$ cat src/rtl/inmux_sched.sv
// inmux_sched: round-robin / fixed-priority burst scheduler sharing one inmux lane between N sources
module inmux_sched #(
  parameter int N = 4,
  parameter int SELW = 2,
  parameter int BURSTW = 4
) (
  input  logic              clk,
  input  logic              reset,
  input  logic [N-1:0]      src_req,
  input  logic [N-1:0]      cfg_mask,
  input  logic              cfg_prio_en,
  input  logic [BURSTW-1:0] cfg_burst,
  output logic [SELW-1:0]   sel,
  output logic              t_c_req,
  input  logic              t_c_ack,
  output logic              grant_idx_valid,
  output logic              burst_done,
  output logic              grant_abort,
  output logic [BURSTW-1:0] xfer_left
);
  typedef enum logic {IDLE, GRANT} state_t;
  state_t state, state_nx;
  logic [N-1:0] elig;
  logic [SELW-1:0] last_grant, last_nx, sel_nx, lo_w, hi_w, win;
  logic [BURSTW-1:0] xfer_nx;
  logic hi_f, xfer, done_nx, abort_nx;
  assign elig = src_req & cfg_mask;
  assign xfer = t_c_req & t_c_ack;
  assign t_c_req = state == GRANT;
  assign grant_idx_valid = state == GRANT;
  always_comb begin
    lo_w = '0;
    hi_w = '0;
    hi_f = 1'b0;
    for (int j = N - 1; j >= 0; j--) begin
      if (elig[j]) lo_w = SELW'(j);
      if (elig[j] && SELW'(j) > last_grant) begin
        hi_w = SELW'(j);
        hi_f = 1'b1;
      end
    end
    win = cfg_prio_en ? lo_w : (hi_f ? hi_w : lo_w);
  end
  always_comb begin
    state_nx = state;
    sel_nx = sel;
    last_nx = last_grant;
    xfer_nx = xfer_left;
    done_nx = 1'b0;
    abort_nx = 1'b0;
    if (state == IDLE) begin
      if (|elig) begin
        sel_nx = win;
        last_nx = win;
        xfer_nx = (cfg_burst == '0) ? BURSTW'(1) : cfg_burst;
        state_nx = GRANT;
      end
    end else if (xfer && xfer_left == BURSTW'(1)) begin
      done_nx = 1'b1;
      xfer_nx = '0;
      state_nx = IDLE;
    end else if (xfer) begin
      xfer_nx = xfer_left - BURSTW'(1);
    end else if (!elig[sel]) begin
      abort_nx = 1'b1;
      xfer_nx = '0;
      state_nx = IDLE;
    end
  end
  always_ff @(posedge clk or posedge reset) begin
    if (reset) begin
      state <= IDLE;
      sel <= '0;
      last_grant <= SELW'(N - 1);
      xfer_left <= '0;
      burst_done <= 1'b0;
      grant_abort <= 1'b0;
    end else begin
      state <= state_nx;
      sel <= sel_nx;
      last_grant <= last_nx;
      xfer_left <= xfer_nx;
      burst_done <= done_nx;
      grant_abort <= abort_nx;
    end
  end
endmodule

$ cat config.mk
export PLATFORM = sky130hd
export DESIGN_NAME = inmux_sched
export DESIGN_NICKNAME = d
export VERILOG_FILES = /design/src/rtl/inmux_sched.sv
export SDC_FILE = /design/constraint.sdc
export NUM_CORES = 1
export LEC_CHECK = 0
export BUFFER_PORTS_ARGS = -buffer_cell sky130_fd_sc_hd__clkbuf_2
export CAP_MARGIN = 5
export CORE_MARGIN = 1.5
export CORE_UTILIZATION = 43
export CTS_CLUSTER_SIZE = 28
export DETAILED_ROUTE_END_ITERATION = 12
export PLACE_DENSITY = 0.78
export SYNTH_ARGS = -nofsm -noshare
export SYNTH_HDL_FRONTEND = slang
export SYNTH_SLANG_ARGS = --single-unit
$ cat constraint.sdc
create_clock -name clk -period 1.6 [get_ports clk]
set_clock_uncertainty 0.2 [all_clocks]
set_input_delay 0.32 -clock clk [delete_from_list [all_inputs] [get_ports clk]]
set_output_delay 0.32 -clock clk [all_outputs]
set_load 0.05 [all_outputs]
Word-level counts from Yosys, hierarchy flattened
Cells that the tools add are included.
{ "classes": {"n_addsub": 1, "n_lt_le_gt_ge": 5, "n_eq_ne": 2, "mux": 33, "n_bitwise": 3, "n_reduce_logical": 10} }
{ "op_table": {"columns": ["op", "n"], "rows": [
  ["$mux 4", 6],
  ["$mux 2", 10],
  ["$mux 1", 16],
  ["$logic_and 1x1->1", 5],
  ["$and 4x4->4", 1],
  ["$eq 4x1->1 const B", 1],
  ["$gt 1x2->1 const A", 2],
  ["$gt 2x2->1 const A", 2],
  ["$logic_not 4->1", 1],
  ["$ne 4x4->1 const B", 1],
  ["$reduce_and 2->1", 2],
  ["$reduce_or 4->1", 1],
  ["$sub 4x1->4 const B", 1],
  ["$lt 2x3->1 const B", 1],
  ["$bmux 1 s2", 1],
  ["$reduce_bool 2->1", 1],
  ["$and 1x1->1", 1],
  ["$not 1->1", 1]
]} }
{ "totals": {"register_bits": 11, "inputBits": 16, "output_inout_bits": 10, "word_cells": 60} }

Longest topological paths before layout
Gate-level depths: netlist of run 1.
{ "depth": {"word_depth": 8, "mapped_depth": 6, "depth_no_buf": 6} }

Worst setup path after synthesis of run 1
Ideal clock, no wire load.
{ "synth_timing": {"path_type": "reg2reg", "from": "register sel[1]", "to": "register xfer_left[0]", "setup_time_ns": 0.128, "t_arrival_ns": 1.748, "required_time_ns": 1.272, "setup_slack_ns": -0.475, "stages_incl_launch_ff": 4, "path_buffers": 0, "period_less_slack_ns": 2.075, "cell_sequence": "dfrtp_1 mux4_2 a21oi_2 mux2_1"} }
{ "synth_via": {"elab_chain_len": 4} }
{ "synth_lines": {"columns": ["element", "line", "source"], "rows": [
  ["from (decl)", "13", "output logic [SELW-1:0] sel,"],
  ["from (signal assigned)", "80", "sel <= sel_nx;"],
  ["$bmux 1 s2", "64", "end else if (!elig[sel]) begin"],
  ["$mux 1 (implied by the code)", "64", null],
  ["$ne 4x4->1 (no line)", null, null],
  ["$reduce_and 2->1 (no line)", null, null],
  ["to (signal assigned)", "82", "xfer_left <= xfer_nx;"],
  ["to (decl)", "19", "output logic [BURSTW-1:0] xfer_left"]
]} }
No other way between the ends. The select of a mux whose other input is x is not followed.
A chain may end at the register's enable or synchronous reset.

Final worst setup path of run 1
{ "layout_timing": {"from": "register sel[1]", "to": "register xfer_left[1]"} }
The elaborated chain is that of the path after synthesis.

==> results of run 1 <==
## stage by stage
step / hold slack (ns) / std cells / cell area [sq um] / total power [mW]
5_1_grt: 0.0846 / 144 / 1110 / 2.32
4_1_cts: 0.0678 / 144 / 1100 / 2.16
3_5_place_dp: 0.106 / 137 / 1020 / 1.86
2_1_floorplan: -0.0292 / 80 / 756 / 1.42
6_report: 0.0733 / 144 / 1110 / 2.18
3_3_place_gp: 0.101 / 137 / 1020 / 1.83
## layer usage
layer  vias to the layer above  part of all wire  GRT usage
met1                       396              0.42      0.269
met5                         -                 0          0
met3                         6             0.048     0.0571
met4                         0             0.019     0.0848
li1                        392                 -          -
met2                        25              0.51      0.432
## cells in the final DEF (no fill, tap or decap), drive strengths merged, types with 2 or more instances in the layout
master,instances
a22o,2
inv,6
mux2,2
clkbuf,27
and2,5
buf,22
o21ai,4
nor2b,3
dfrtp,9
o22ai,2
nor3,4
nand3b,2
dfstp,2
nor2,3
ha,2
nand2,7
a21oi,9
## cell type report
cell class | instances | area (sq um)
Clock buffer | 4 | 26.3
Fill cell | 117 | 433
Inverter | 6 | 22.5
Multi-Input combinational cell | 61 | 463
Sequential cell | 11 | 283
Tap cell | 16 | 20.0
Timing Repair Buffer | 46 | 294
## worst paths after layout
check,slack [ns],endpoint,startpoint
worst max register to register,-0.19,xfer_left[1],sel[1]
min in group asynchronous,0.36,xfer_left[1],reset
worst max-delay path,-0.19,xfer_left[1],sel[1]
worst min register to register,0.32,last_grant[1],last_grant[1]
worst min-delay path,0.07,grant_abort,t_c_ack
max in group asynchronous,0.52,last_grant[1],reset
## sequential cells by signal, indices dropped and copies added (netlist names)
| signal | cells |
|---|---|
| xfer_left | 4 |
| last_grant | 2 |
| sel | 2 |
| burst_done | 1 |
| grant_abort | 1 |
| grant_idx_valid | 1 |
## power by group
part	total [mW]	internal, mW	switching, mW
registers	0.571	0.431	0.141
logic	1.42	0.583	0.841
clock network	0.190	0.0968	0.0928
## cell families after synthesis
group,count (synthesis),synth area share
flops,11,0.381
compound gates,26,0.238
buf+inv,8,0.0463
mux,4,0.0755
fa+ha+maj,2,0.0343
simple gates,29,0.225
## worst max-delay path: cells and delay by family, from the launching register on
family	cells	cell delay, ns
mux	2	0.89
compound gates	1	0.20
flops	1	0.38
## what timing repair did
action / in CTS / in global routing
buffers inserted: 2 / 0
setup endpoints to repair: 7 / 10
pin swaps: 3 / 1
hold buffers: 1 / 0
gates resized for setup: 6 / 5
endpoints found under the hold margin: 9 / 0
==> impl_metrics.csv, run 1 <==
group,metric,value,unit
logic_synthesis,netlist.area_leader.share,0.309,
cells_and_area,drive_above_1_share,0.531,
logic_synthesis,yosysUniqueCellTypes,39,
logic_synthesis,ys_ff_latch,11,
power,power.density,1970,nW/um^2
global_routing,overflow,0,
power,total_leakage_power,0.542,nW
logic_synthesis,ys_warn_count,0,
logic_synthesis,avgSynthCellArea,9.12,sq um
worst_hold_path,hold_path_class,"in -> reg",
logic_synthesis,ys.flop_type,"dfrtp_1",
setup_path,end_kind,"register",
die,die_x,44.2,um
route,ant_nets,0,
die,dieArea,1950,sq um
timing,maxSlewViolCount,0,
placement,gp_congestion,0.884,
timing,hold_violations,0,
logic_synthesis,syn_area,729,sq um
route,vias,819,
cells_and_area,area_growth,52.0,%
setup_path,rr_worst_depth,3,
logic_synthesis,yosys.cell_count.top_type,"dfrtp_1",
route,via_per_inst,5.69,
clock_tree,cts_sinks,11,
clock_tree,worst_skew_pair.late_latency,0.27,ns
logic_synthesis,async_flop_share,1.00,
timing,timing.slew.headroom,0.726,
die,coreArea,1540,sq um
die,die_y,44.2,um
timing,fmax,0.558,GHz
clock_tree,tritoncts,"done",
timing,setup_ws,-0.192,ns
status,violations,"negative setup slack",
timing,grt_setup_unrepaired,"yes",
clock_tree,cts_max_level,1,
setup_path,cp-start-kind,"register",
timing,finalSetupTns,-0.632,ns
setup_path,slowest_delay,0.57,ns
timing,fin_crit_sh,1.12,
route,wl_per_cell,14.2,um
global_routing,antenna_found_initial,0,
route,drc_errors,0,
setup_path,crit_slowest_cell,"mux4_2",
timing,min_period,1.79,ns
global_routing,grt_pass1_vias,798,
setup_path,arrival,1.75,ns
die,initial_utilization,0.473,
placement,port_buffers,25,
logic_synthesis,synth-edff-count,0,
cells_and_area,finish.net_count,147,
power,ir_worst_vdd,1.16,mV
placement,place_ws,-0.360,ns
die,fp-row-count,14,
logic_synthesis,syn-num-nets,98,
job,drv_cap,0,
die,top_level_ports,26,
global_routing,grt_max_degree,12,
status,outcome,"finished, violations left",
logic_synthesis,synth.yosys.seq_area_share,0.381,
cells_and_area,antenna_cells,0,
global_routing,grtUsageTotal,0.238,
route,wl,2050,um
clock_tree,clkSlewWorstSetupHoldPaths,0.07,ns
logic_synthesis,synthTopCellsByArea,"dfrtp_1 (31%), dfstp_2 (7.2%), a21oi_1 (5.5%)",
route,drt_pre_antenna_iters,4,
clock_tree,cts-buffers-inserted,3,
cells_and_area,fin_util,0.719,
setup_path,required,1.56,ns
logic_synthesis,synthTopCellsByCount,"dfrtp_1 (9), a21oi_1 (8), nand2_1 (7)",
setup_path,crit_type,"reg -> reg",
logic_synthesis,yosys.area.top_type,"dfrtp_1",
worst_hold_path,hold_depth,2,
clock_tree,clk_path_buf_depth,2,
placement,hpwlAfterDp,1620,um
setup_path,crit_chain,"mux4_2 > a21oi_4 > mux2_4",
setup_path,worst-path-max-fanout,4,
clock_tree,cts_root_buf,"clkbuf_4",
route,initialDrtViolationCount,20,
timing,tightest_slew,0.410,ns
logic_synthesis,synthCells,80,
global_routing,grt_pass1_wl,3440,um
timing,setup_viol,5,
(Power assumes the default switching activity.)
==> run 2, diff against run 1 <==
CORE_MARGIN = default   (was 1.5)
==> run 2 against run 1 <==
Against the previous run:
- the run still ends with negative setup slack left
- non-clock buffer count up 4
- cell count increased by 2.8%
- first-iteration DRC count is 40% lower
- via count grew 3.2%
- combinational power grew 8%
- count of clock-buffer cells in the layout is 1 lower
- clock power up 2%
- die area down 4.5%
- critical path type unchanged
- largest power group unchanged
==> impl_metrics.csv, run 2 (same netlist as run 1, synthesis figures left out) <==
group,metric,value,unit
global_routing,grt_pass1_vias,884,
clock_tree,cts-buffers-inserted,3,
clock_tree,cts_max_level,1,
cells_and_area,design_area,1160,sq um
route,wl_per_cell,14.4,um
timing,grt_setup_unrepaired,"yes",
cells_and_area,multi_input_area,463,sq um
power,ir_worst_vdd,1.22,mV
timing,setup_viol,6,
timing,hold_violations,0,
placement,postPlaceCellArea,1030,sq um
global_routing,grtUsageTotal,0.267,
placement,placed_cells_incl_taps,138,
clock_tree,clk_path_buf_depth,2,
global_routing,overflow,0,
clock_tree,worst_skew_pair.late_latency,0.28,ns
clock_tree,tritoncts,"done",
cells_and_area,area_growth,58.7,%
global_routing,antenna_found_initial,0,
route,drt_pre_antenna_iters,4,
setup_path,critPathBufInv,0,
placement,gp_congestion,0.907,
power,p_int,1.19,mW
route,drc_errors,0,
status,outcome,"finished, violations left",
die,die_x,43.2,um
placement,hpwlAfterDp,1660,um
die,coreArea,1540,sq um
setup_path,crit_chain,"mux4_2 > a21oi_4 > mux2_4",
clock_tree,clkSlewWorstSetupHoldPaths,0.08,ns
power,total_power,2.30,mW
power,comb_power_share,0.666,
cells_and_area,finish.net_count,151,
setup_path,crit_type,"reg -> reg",
cells_and_area,fin_cells,148,
cells_and_area,drive_above_1_share,0.545,
global_routing,grt_max_degree,12,
clock_tree,cts_root_buf,"clkbuf_4",
timing,fmax,0.577,GHz
power,power.density,1990,nW/um^2
cells_and_area,top_register,"xfer_left",
setup_path,end_kind,"register",
route,initialDrtViolationCount,12,
placement,port_buffers,25,
cells_and_area,antenna_cells,0,
cells_and_area,final_cell_mix,"buf_4 (24), clkbuf_2 (19), a21oi_1 (8)",
timing,timing.slew.headroom,0.726,
cells_and_area,register_area,282,sq um
route,ant_nets,0,
cells_and_area,largestRegisters,"xfer_left x4, last_grant x2, sel x2",
setup_path,worst-path-max-fanout,3,
route,vias,845,
route,wl,2130,um
cells_and_area,fillCellCount,121,
die,initial_utilization,0.473,
power,total_leakage_power,0.570,nW
power,clock_power_share,0.084,
worst_hold_path,hold_path_class,"in -> reg",
setup_path,required,1.57,ns
die,top_level_ports,26,
die,die_y,43.2,um
setup_path,cp-start-kind,"register",
die,fp-row-count,14,
timing,maxSlewViolCount,0,
cells_and_area,largest_reg_flops,4,
route,via_per_inst,5.71,
setup_path,critPathTopFamily,"multiplexers",
power,p_sw_frac,0.480,
setup_path,crit_slowest_cell,"mux4_2",
power,seqPwrFrac,0.249,
power,p_sw,1.10,mW
timing,min_period,1.73,ns
setup_path,slowest_delay,0.56,ns
timing,tightest_slew,0.411,ns
cells_and_area,final_common_cell,"buf_4",
timing,fin_crit_sh,1.08,
setup_path,arrival,1.70,ns
status,violations,"negative setup slack",
placement,place_ws,-0.354,ns
timing,setup_ws,-0.133,ns
clock_tree,cts_sinks,11,
job,drv_cap,0,
die,dieArea,1860,sq um
global_routing,grt_pass1_wl,3620,um
## run 2: timing repair
item                                   in CTS  in global routing
hold buffers                                1                  0
pin swaps                                   3                  3
gates resized for setup                    11                  8
setup buffers                               4                  1
setup endpoints to repair                   8                 11
endpoints found under the hold margin       9                  0
## run 2: layout make-up
| cell class | count | share of cell area |
|---|---|---|
| Sequential cell | 11 | 0.243 |
| Timing Repair Buffer | 50 | 0.296 |
| Clock buffer | 3 | 0.0195 |
| Multi-Input combinational cell | 61 | 0.400 |
| Clock inverter | 1 | 0.00432 |
| Tap cell | 16 | 0.0173 |
| Inverter | 6 | 0.0195 |
## run 2: path summary, 6_finish.rpt
path                          startpoint            end  slack (ns)  depth (start not counted)
setup / recovery                  sel[1]   xfer_left[1]       -0.13                          3
hold / removal                   t_c_ack    grant_abort        0.08                          2
setup reg to reg                  sel[1]   xfer_left[1]       -0.13                          3
hold reg to reg            last_grant[1]  last_grant[1]        0.33                          2
max in group asynchronous          reset  last_grant[1]        0.51                          3
min in group asynchronous          reset    grant_abort        0.35                          3
## run 2: metrics by stage
step | utilization | hold slack (ns) | TNS, ns
floorplan | - | -0.0292 | -1.08
global placement | 0.670 | 0.0984 | -1.16
detailed placement | 0.670 | 0.112 | -1.35
CTS | 0.741 | 0.0588 | -0.598
global route | 0.751 | 0.0643 | -0.887
finish | 0.751 | 0.0816 | -0.542
## run 2: layer usage
| layer | vias up | part of all wire | GRT usage |
|---|---|---|---|
| met3 | 6 | 0.039 | 0.0723 |
| met2 | 27 | 0.56 | 0.493 |
| met4 | 0 | 0.018 | 0.109 |
| li1 | 400 | - | - |
| met5 | - | 0 | 0 |
| met1 | 412 | 0.38 | 0.277 |
## run 2: power by group through the flow
stage,logic [mW],registers [mW],clock network [mW]
6_report,1.53,0.573,0.194
5_1_grt,1.63,0.593,0.226
4_1_cts,1.47,0.570,0.199
3_5_place_dp,1.29,0.578,0
3_3_place_gp,1.26,0.570,0
2_1_floorplan,0.542,0.878,0
==> run 3, diff against run 2 <==
MAX_ROUTING_LAYER = met4   (was default)
==> run 3 against run 2 <==
Against the previous run:
- the run still ends with negative setup slack left
- routed wire length down 0.33%
- cell area unchanged
- clock power down 2%
- setup slack worse by 0.0030 ns
- utilization unchanged
- maximum frequency down 0.17%
- first-iteration DRC count up 33%
- register-to-register slack about the same
==> impl_metrics.csv, run 3 (same netlist as run 1, synthesis figures left out) <==
group,metric,value,unit
placement,hpwlAfterDp,1660,um
power,ir_worst_vdd,1.22,mV
cells_and_area,finish.net_count,151,
placement,gp_congestion,0.923,
route,vias,836,
cells_and_area,area_growth,58.7,%
die,fp-row-count,14,
cells_and_area,largestRegisters,"xfer_left x4, last_grant x2, sel x2",
setup_path,worst-path-max-fanout,3,
cells_and_area,antenna_cells,0,
status,outcome,"finished, violations left",
die,dieArea,1860,sq um
cells_and_area,largest_reg_flops,4,
setup_path,arrival,1.70,ns
cells_and_area,final_common_cell,"buf_4",
die,die_x,43.2,um
route,ant_nets,0,
timing,fmax,0.576,GHz
cells_and_area,fin_util,0.751,
clock_tree,cts_sinks,11,
job,drv_cap,0,
setup_path,required,1.56,ns
power,power.density,1980,nW/um^2
cells_and_area,register_area,282,sq um
route,initialDrtViolationCount,16,
die,top_level_ports,26,
route,wl_per_cell,14.4,um
power,total_leakage_power,0.570,nW
clock_tree,tritoncts,"done",
worst_hold_path,hold_path_class,"in -> reg",
status,violations,"negative setup slack",
global_routing,grt_pass1_vias,884,
clock_tree,worst_skew_pair.late_latency,0.27,ns
timing,hold_ws,0.0886,ns
die,coreArea,1540,sq um
power,total_power,2.29,mW
setup_path,crit_type,"reg -> reg",
timing,hold_violations,0,
placement,port_buffers,25,
setup_path,end_kind,"register",
timing,timing.slew.headroom,0.723,
global_routing,grt_max_degree,12,
clock_tree,clk_path_buf_depth,2,
global_routing,grt_pass1_wl,3600,um
timing,tightest_slew,0.415,ns
timing,fin_crit_sh,1.08,
route,wl,2130,um
cells_and_area,fillCellCount,121,
clock_tree,cts-buffers-inserted,3,
global_routing,overflow,0,
timing,setup_viol,6,
clock_tree,cts_max_level,1,
route,via_per_inst,5.65,
clock_tree,clkSlewWorstSetupHoldPaths,0.08,ns
cells_and_area,multi_input_area,463,sq um
die,die_y,43.2,um
setup_path,cp-start-kind,"register",
cells_and_area,final_cell_mix,"buf_4 (24), clkbuf_2 (19), a21oi_1 (8)",
route,drt_pre_antenna_iters,4,
timing,min_period,1.74,ns
timing,maxSlewViolCount,0,
cells_and_area,top_register,"xfer_left",
global_routing,antenna_found_initial,0,
timing,grt_setup_unrepaired,"yes",
clock_tree,cts_root_buf,"clkbuf_4",
global_routing,grtUsageTotal,0.273,
timing,setup_ws,-0.136,ns
cells_and_area,drive_above_1_share,0.545,
setup_path,r2r_setup_slack,-0.14,ns
die,initial_utilization,0.473,
route,drc_errors,0,
-- run 3: layout make-up --
| class | count | area share |
|---|---|---|
| Timing Repair Buffer | 50 | 0.296 |
| Multi-Input combinational cell | 61 | 0.400 |
| Tap cell | 16 | 0.0173 |
| Clock inverter | 1 | 0.00432 |
| Inverter | 6 | 0.0195 |
| Clock buffer | 3 | 0.0195 |
| Sequential cell | 11 | 0.243 |
-- run 3: worst max-delay path, cell delays in order, from the launching register on --
cell and delay (ns):
dfrtp_2 0.39, mux4_2 0.56, a21oi_4 0.18, mux2_4 0.31
-- run 3: stage by stage --
stage / instance area, sq um / setup TNS (ns) / instances / worst slack [ns]
3_3_place_gp: 1030 / -1.16 / 138 / -0.327
6_report: 1160 / -0.554 / 148 / -0.136
3_5_place_dp: 1030 / -1.35 / 138 / -0.354
5_1_grt: 1160 / -0.887 / 148 / -0.166
4_1_cts: 1140 / -0.598 / 147 / -0.156
2_1_floorplan: 756 / -1.08 / 80 / -0.328
-- run 3: layer usage --
metal | track usage | wire (um) | vias to the layer above
met3 | 0.0723 | 88 | 4
met2 | 0.493 | 1210 | 29
met4 | 0.109 | 23 | 0
li1 | - | - | 401
met1 | 0.275 | 804 | 402
met5 | - | 0 | -
-- run 3: timing repair --
action                                  CTS  global route
hold buffers                              1             0
pin swaps                                 3             3
buffers inserted                          4             1
hold endpoints to repair                  9             0
resized for setup                        11             8
endpoints found under the setup margin    8            11
-- run 3: report_power, final --
group / internal (mW) / leakage (nW) / switching [mW]
registers: 0.428 / 0.130 / 0.146
logic: 0.675 / 0.423 / 0.856
clock network: 0.0926 / 0.0177 / 0.0977
-- run 3: worst paths after layout --
check	to	from	cells after the start
hold reg to reg	last_grant[1]	last_grant[1]	2
min in group asynchronous	xfer_left[3]	reset	3
hold / removal	grant_abort	t_c_ack	2
setup / recovery	xfer_left[1]	sel[1]	3
max in group asynchronous	last_grant[1]	reset	3
setup reg to reg	xfer_left[1]	sel[1]	3
